--- src/rtl/kc705_eth_pkg.sv ---
// Shared definitions for the KC705 Ethernet command path: default field
// lengths and the RX unpacker state encoding.
package kc705_eth_pkg;

  localparam int REG_WIDTH     = 4;
  localparam int NUM_REG       = 6;
  localparam int CMD_LENGTH    = 4;
  localparam int PKT_ID_LENGTH = 4;

  typedef enum logic [1:0] {
    ST_CMD   = 2'd0,
    ST_ID    = 2'd1,
    ST_REGS  = 2'd2,
    ST_DRAIN = 2'd3
  } rx_state_t;

  function automatic int max3(input int a, input int b, input int c);
    int m;
    m = (a > b) ? a : b;
    return (m > c) ? m : c;
  endfunction

endpackage

--- src/rtl/kc705_axis_byte_to_word.sv ---
// Big-endian byte accumulator: each accepted byte shifts in at the LSB end,
// word_done flags the byte that completes a NUM_BYTES-byte field.
module kc705_axis_byte_to_word
  import kc705_eth_pkg::*;
#(
  parameter int NUM_BYTES = 4,
  parameter int CNT_W     = 3
) (
  input  logic                   axi_tclk,
  input  logic                   axi_tresetn,
  input  logic                   clr,
  input  logic                   shift_en,
  input  logic [7:0]             byte_in,
  output logic [8*NUM_BYTES-1:0] word,
  output logic                   word_done
);

  localparam logic [CNT_W-1:0] LAST_CNT = CNT_W'(NUM_BYTES - 1);

  logic [8*NUM_BYTES-1:0] word_reg;
  logic [CNT_W-1:0]       cnt_reg;

  assign word      = word_reg;
  assign word_done = shift_en && (cnt_reg == LAST_CNT);

  // clr only rewinds the counter; the held word stays visible until overwritten
  always_ff @(posedge axi_tclk) begin
    if (!axi_tresetn) begin
      word_reg <= '0;
      cnt_reg  <= '0;
    end else begin
      if (shift_en)
        word_reg <= (word_reg << 8) | (8*NUM_BYTES)'(byte_in);
      if (clr || word_done)
        cnt_reg <= '0;
      else if (shift_en)
        cnt_reg <= cnt_reg + 1'b1;
    end
  end

endmodule

--- src/rtl/kc705_ethernet_rx_cmd_unpacker.sv ---
// Splits each RX payload packet into command word, packet ID and a stream of
// register words, flagging packets that end early or run long.
module kc705_ethernet_rx_cmd_unpacker
  import kc705_eth_pkg::*;
#(
  parameter int REG_WIDTH     = kc705_eth_pkg::REG_WIDTH,
  parameter int NUM_REG       = kc705_eth_pkg::NUM_REG,
  parameter int CMD_LENGTH    = kc705_eth_pkg::CMD_LENGTH,
  parameter int PKT_ID_LENGTH = kc705_eth_pkg::PKT_ID_LENGTH
) (
  input  logic                       axi_tclk,
  input  logic                       axi_tresetn,
  input  logic [7:0]                 s_axis_tdata,
  input  logic                       s_axis_tvalid,
  input  logic                       s_axis_tlast,
  output logic                       s_axis_tready,
  output logic [8*REG_WIDTH-1:0]     reg_map_axis_tdata,
  output logic                       reg_map_axis_tvalid,
  output logic                       reg_map_axis_tlast,
  input  logic                       reg_map_axis_tready,
  output logic [8*CMD_LENGTH-1:0]    cmd_word,
  output logic [8*PKT_ID_LENGTH-1:0] pkt_id,
  output logic                       cmd_valid,
  output logic                       pkt_short_err,
  output logic                       pkt_long_err
);

  localparam int BYTE_CNT_W = $clog2(max3(REG_WIDTH, CMD_LENGTH, PKT_ID_LENGTH) + 1);
  localparam int REG_IDX_W  = $clog2(NUM_REG + 1);
  localparam logic [REG_IDX_W-1:0] LAST_REG = REG_IDX_W'(NUM_REG - 1);

  rx_state_t              state_reg, state_next;
  logic [REG_IDX_W-1:0]   reg_idx_reg, reg_idx_next;
  logic [8*REG_WIDTH-1:0] out_data_reg, reg_acc_word, reg_word_next;
  logic                   out_valid_reg, out_last_reg;
  logic                   cmd_valid_reg, short_err_reg, long_err_reg;
  logic                   cmd_valid_next, short_err_next, long_err_next, word_load;
  logic                   byte_acc, field_clr;
  logic                   cmd_shift, id_shift, reg_shift;
  logic                   cmd_done, id_done, reg_done;

  assign s_axis_tready = !out_valid_reg | reg_map_axis_tready;
  assign byte_acc      = s_axis_tvalid & s_axis_tready;
  assign field_clr     = byte_acc & s_axis_tlast;
  assign cmd_shift     = byte_acc && (state_reg == ST_CMD);
  assign id_shift      = byte_acc && (state_reg == ST_ID);
  assign reg_shift     = byte_acc && (state_reg == ST_REGS);
  // completed register word, captured in the same edge as its final byte
  assign reg_word_next = (reg_acc_word << 8) | (8*REG_WIDTH)'(s_axis_tdata);

  kc705_axis_byte_to_word #(.NUM_BYTES(CMD_LENGTH), .CNT_W(BYTE_CNT_W)) u_cmd_acc (
    .axi_tclk(axi_tclk), .axi_tresetn(axi_tresetn), .clr(field_clr), .shift_en(cmd_shift),
    .byte_in(s_axis_tdata), .word(cmd_word), .word_done(cmd_done)
  );

  kc705_axis_byte_to_word #(.NUM_BYTES(PKT_ID_LENGTH), .CNT_W(BYTE_CNT_W)) u_id_acc (
    .axi_tclk(axi_tclk), .axi_tresetn(axi_tresetn), .clr(field_clr), .shift_en(id_shift),
    .byte_in(s_axis_tdata), .word(pkt_id), .word_done(id_done)
  );

  kc705_axis_byte_to_word #(.NUM_BYTES(REG_WIDTH), .CNT_W(BYTE_CNT_W)) u_reg_acc (
    .axi_tclk(axi_tclk), .axi_tresetn(axi_tresetn), .clr(field_clr), .shift_en(reg_shift),
    .byte_in(s_axis_tdata), .word(reg_acc_word), .word_done(reg_done)
  );

  always_comb begin
    state_next     = state_reg;
    reg_idx_next   = reg_idx_reg;
    word_load      = 1'b0;
    cmd_valid_next = 1'b0;
    short_err_next = 1'b0;
    long_err_next  = 1'b0;
    if (byte_acc) begin
      case (state_reg)
        ST_CMD: begin
          if (s_axis_tlast) begin
            short_err_next = 1'b1;
          end else if (cmd_done) begin
            state_next = ST_ID;
          end
        end
        ST_ID: begin
          if (s_axis_tlast) begin
            short_err_next = 1'b1;
            state_next     = ST_CMD;
          end else if (id_done) begin
            cmd_valid_next = 1'b1;
            state_next     = ST_REGS;
          end
        end
        ST_REGS: begin
          word_load = reg_done;
          // a tlast that completes the final register is a well-formed end
          if (reg_done && (reg_idx_reg == LAST_REG)) begin
            reg_idx_next = '0;
            state_next   = s_axis_tlast ? ST_CMD : ST_DRAIN;
          end else if (s_axis_tlast) begin
            short_err_next = 1'b1;
            reg_idx_next   = '0;
            state_next     = ST_CMD;
          end else if (reg_done) begin
            reg_idx_next = reg_idx_reg + 1'b1;
          end
        end
        ST_DRAIN: begin
          if (s_axis_tlast) begin
            long_err_next = 1'b1;
            state_next    = ST_CMD;
          end
        end
        default: state_next = ST_CMD;
      endcase
    end
  end

  always_ff @(posedge axi_tclk) begin
    if (!axi_tresetn) begin
      state_reg     <= ST_CMD;
      reg_idx_reg   <= '0;
      out_data_reg  <= '0;
      out_valid_reg <= 1'b0;
      out_last_reg  <= 1'b0;
      cmd_valid_reg <= 1'b0;
      short_err_reg <= 1'b0;
      long_err_reg  <= 1'b0;
    end else begin
      state_reg     <= state_next;
      reg_idx_reg   <= reg_idx_next;
      cmd_valid_reg <= cmd_valid_next;
      short_err_reg <= short_err_next;
      long_err_reg  <= long_err_next;
      if (word_load) begin
        out_data_reg  <= reg_word_next;
        out_last_reg  <= (reg_idx_reg == LAST_REG);
        out_valid_reg <= 1'b1;
      end else if (reg_map_axis_tready) begin
        out_valid_reg <= 1'b0;
        out_last_reg  <= 1'b0;
      end
    end
  end

  assign reg_map_axis_tdata  = out_data_reg;
  assign reg_map_axis_tvalid = out_valid_reg;
  assign reg_map_axis_tlast  = out_last_reg;
  assign cmd_valid           = cmd_valid_reg;
  assign pkt_short_err       = short_err_reg;
  assign pkt_long_err        = long_err_reg;

endmodule

--- config.mk ---
export PLATFORM = sky130hd
export DESIGN_NAME = kc705_ethernet_rx_cmd_unpacker
export DESIGN_NICKNAME = d
export VERILOG_FILES = /design/src/rtl/kc705_eth_pkg.sv /design/src/rtl/kc705_axis_byte_to_word.sv /design/src/rtl/kc705_ethernet_rx_cmd_unpacker.sv
export SDC_FILE = /design/constraint.sdc
export NUM_CORES = 1
export LEC_CHECK = 0
export ABC_AREA = 1
export CORE_MARGIN = 4
export CORE_UTILIZATION = 50
export DETAILED_ROUTE_END_ITERATION = 8
export PLACE_DENSITY = 0.8
export SLEW_MARGIN = 40
export SYNTH_ARGS = -nofsm -noshare
export SYNTH_HDL_FRONTEND = slang
export SYNTH_SLANG_ARGS = --single-unit
export TNS_END_PERCENT = 20
--- constraint.sdc ---
create_clock -name axi_tclk -period 1.85 [get_ports axi_tclk]
set_clock_uncertainty 0.05 [all_clocks]
set_input_delay 0.555 -clock axi_tclk [delete_from_list [all_inputs] [get_ports axi_tclk]]
set_output_delay 0.555 -clock axi_tclk [all_outputs]
set_load 0.01 [all_outputs]
==> metrics.txt <==
status completed; largest cells by area after synthesis dfxtp_1 (55%), nor2_1 (17%), o21ai_0 (12%); Syn Inst Count 635; I/O pins 115; startpoint types flip-flop; crit end category output port; CP peak stage delay 0.39 ns; leakage 3.23 nW; R2R Path Start u_reg_acc.cnt_reg[0]$_SDFFE_PP0P_; DR DRC count 0; GPL Wtd Cong 0.772; Pwr Density 988 mW/mm^2; post-route cell area 0.00689 mm^2; top cell type's share of synthesized area 55.2%; Crit path required time 1.24 ns; Synth top cells by count nor2_1 (226), dfxtp_1 (139), o21ai_0 (116); crit share post-route 97.4%; worst hold path class primary input to flip-flop; yosys warns 0; via total after detailed routing 4573; vias in the first global route 4534; Initial DRT Pass Iterations 4; fmax 0.555 GHz; Post-synth top flop dfxtp_1; Final HPWL DP 8.69 mm; Finished Layout Cells 903; Starting Density 51.6%; RSZ-0062 raised after global routing no; via/cell ratio 5.06; sequential share of power 45.7%; Hold EP state_reg[0]$_SDFFE_PN0P_; combinational share of power 6.2%; slew margin rel. 76.9%; Root Buffer clkbuf_8; Clk network pwr share 48.0%; number of antenna-violating nets in the routed design 0; WHS Path Cells 3; Post-CTS Setup Repair Bufs 0; flop-to-flop setup slack 0.33 ns; Synth-to-Final Area Change 36.7%; maxcap violations 0; sequential-to-total area share from yosys stat 55.2%; Critical path buffers and inverters 1; clk sinks 139; worst vdd ir 589 uV; R2R cell count 7; DIE HEIGHT 108 um; switching power 1.69 mW; Min-Delay Startpoint axi_tresetn; Die ar. 0.0118 mm^2; CTS buffer count 17; count of final hold-check violations 0; input/output buffers 114; initial antenna violation count 0; hold_buf cts 0; CP delay by family, top flip-flops; syn_nets 656; ant diodes 0; die span in x 108 um; Max FO, Critical Path 3; pin count of the biggest net entering global routing 39; Tot Pwr 6.81 mW; fin util 70.5%; GRT overflow 0; max-slew violations 0; Data arrival, critical path 1.20 ns; Yosys top cell by area dfxtp_1; r2r endpoint reg_map_axis_tdata[23]$_SDFFE_PN0P_; NumNets Final 778; share of cells above drive strength 1 9.61%; average cell area after synthesis 7.94 um^2; Setup crit start reg_map_axis_tvalid$_SDFFE_PN0P_; Mapped Area 0.00504 mm^2; most frequent cell after synthesis nor2_1; Cell Area, Placed 0.00645 mm^2; Routed WL 12.6 mm; # H-tree levels 4; first-pass GRT wire length 21.0 mm; async set or reset register ratio after synthesis 0%; Least-Margin Pin Slew 0.343 ns; crit path max-delay cell type dfxtp_1; Max clock buf depth 2; register bit total from synthesis 139; Core Region 0.00977 mm^2; critical-path cell list dlygate4sd2_1; TritonCTS clock tree built; internal power 5.12 mW; clk_lat worst skew 0.52 ns; Final min period 1.80 ns; Starting DRT DRC Count 162; Post-Place Cells 871; final setup violating endpoints 0; EDFF count, synth 0; clock transition at the registers of the reported paths 0.06 ns; Switching Fraction 24.8%; GR Util All Layers 22.3%; Fill cells 835; Unique masters post-synth 28; Setup CP Type flip-flop to output port; cts repair resizes 106; Rows 36; wire length per cell 14.0 um
-- metrics by stage --
stage                     setup slack, ns  TNS [ns]  hold WS [ns]
after floorplan                     0.238         0         0.391
after global placement             -0.411    -30.05         0.399
after detailed placement           -0.441    -35.84         0.409
after CTS                          0.0272         0         0.326
after global routing               0.0106         0         0.342
final                              0.0485         0         0.339
-- worst reg2reg max path, stage by stage, from the launching register on --
cell and delay [ns]:
dfxtp_1 0.32, ha_1 0.21, ha_1 0.27, nand2_4 0.13, inv_2 0.09, buf_12 0.17, nor2_1 0.11, nor2_1 0.06
-- cells by family (layout without fill, tap and decap cells) --
| group | Yosys count | after routing | synth area share (%) |
|---|---|---|---|
| and+or+nand+nor | 280 | 280 | 22.1 |
| AOI/OAI and AO/OA | 144 | 144 | 14.7 |
| xor gates and xnor gates | 3 | 3 | 0.521 |
| adders and majority gates | 8 | 8 | 1.99 |
| DFF | 139 | 139 | 55.2 |
| buffers and inverters | 61 | 196 | 5.51 |
-- worst max-delay path by stage --
stage / endpoint / slack, ns / cells past startpoint
floorplan: u_reg_acc.word[23]$_SDFFE_PN0P_ / 0.24 / 8
global placement: s_axis_tready / -0.41 / 4
detailed placement: s_axis_tready / -0.44 / 4
CTS: reg_map_axis_tvalid / 0.03 / 1
global route: pkt_id[17] / 0.01 / 1
finish: reg_map_axis_tvalid / 0.05 / 1
-- placed cells by master (no fill, tap or decap), types with 8 or more instances in the layout --
master,synthesis,routed
nand2_1,32,32
o21ai_0,116,116
inv_1,17,17
clkdlybuf4s50_1,0,10
dfxtp_1,139,139
clkbuf_16,0,16
dlygate4sd2_1,0,102
a21oi_1,23,23
buf_4,1,21
nand3_1,9,9
nor2_1,226,226
ha_1,8,8
-- layout make-up --
| type | instances | area [um^2] | area share, % |
|---|---|---|---|
| clock buffer | 18 | 428 | 6.21 |
| clock inverter | 14 | 148 | 2.14 |
| inverter | 22 | 82.6 | 1.20 |
| multi-input combinational | 435 | 1980 | 28.8 |
| sequential | 139 | 2780 | 40.4 |
| tap | 133 | 166 | 2.42 |
| timing repair buffer | 142 | 1300 | 18.9 |
-- power by group through the flow --
stage / clock network [mW] / registers (mW) / logic, mW
final: 3.27 / 3.11 / 0.424
after global routing: 3.45 / 3.12 / 0.477
after CTS: 3.30 / 3.11 / 0.429
after detailed placement: 0 / 3.18 / 0.469
after global placement: 0 / 3.18 / 0.457
after floorplan: 0 / 3.21 / 0.194
-- metal layers --
metal / track usage [%] / share of wire (%) / vias up
li1: - / - / 2292
met1: 26.0 / 42 / 2131
met2: 38.9 / 51 / 137
met3: 6.51 / 6.3 / 13
met4: 7.94 / 1.3 / 0
met5: 0 / 0 / -
(Power assumes the default switching activity.)
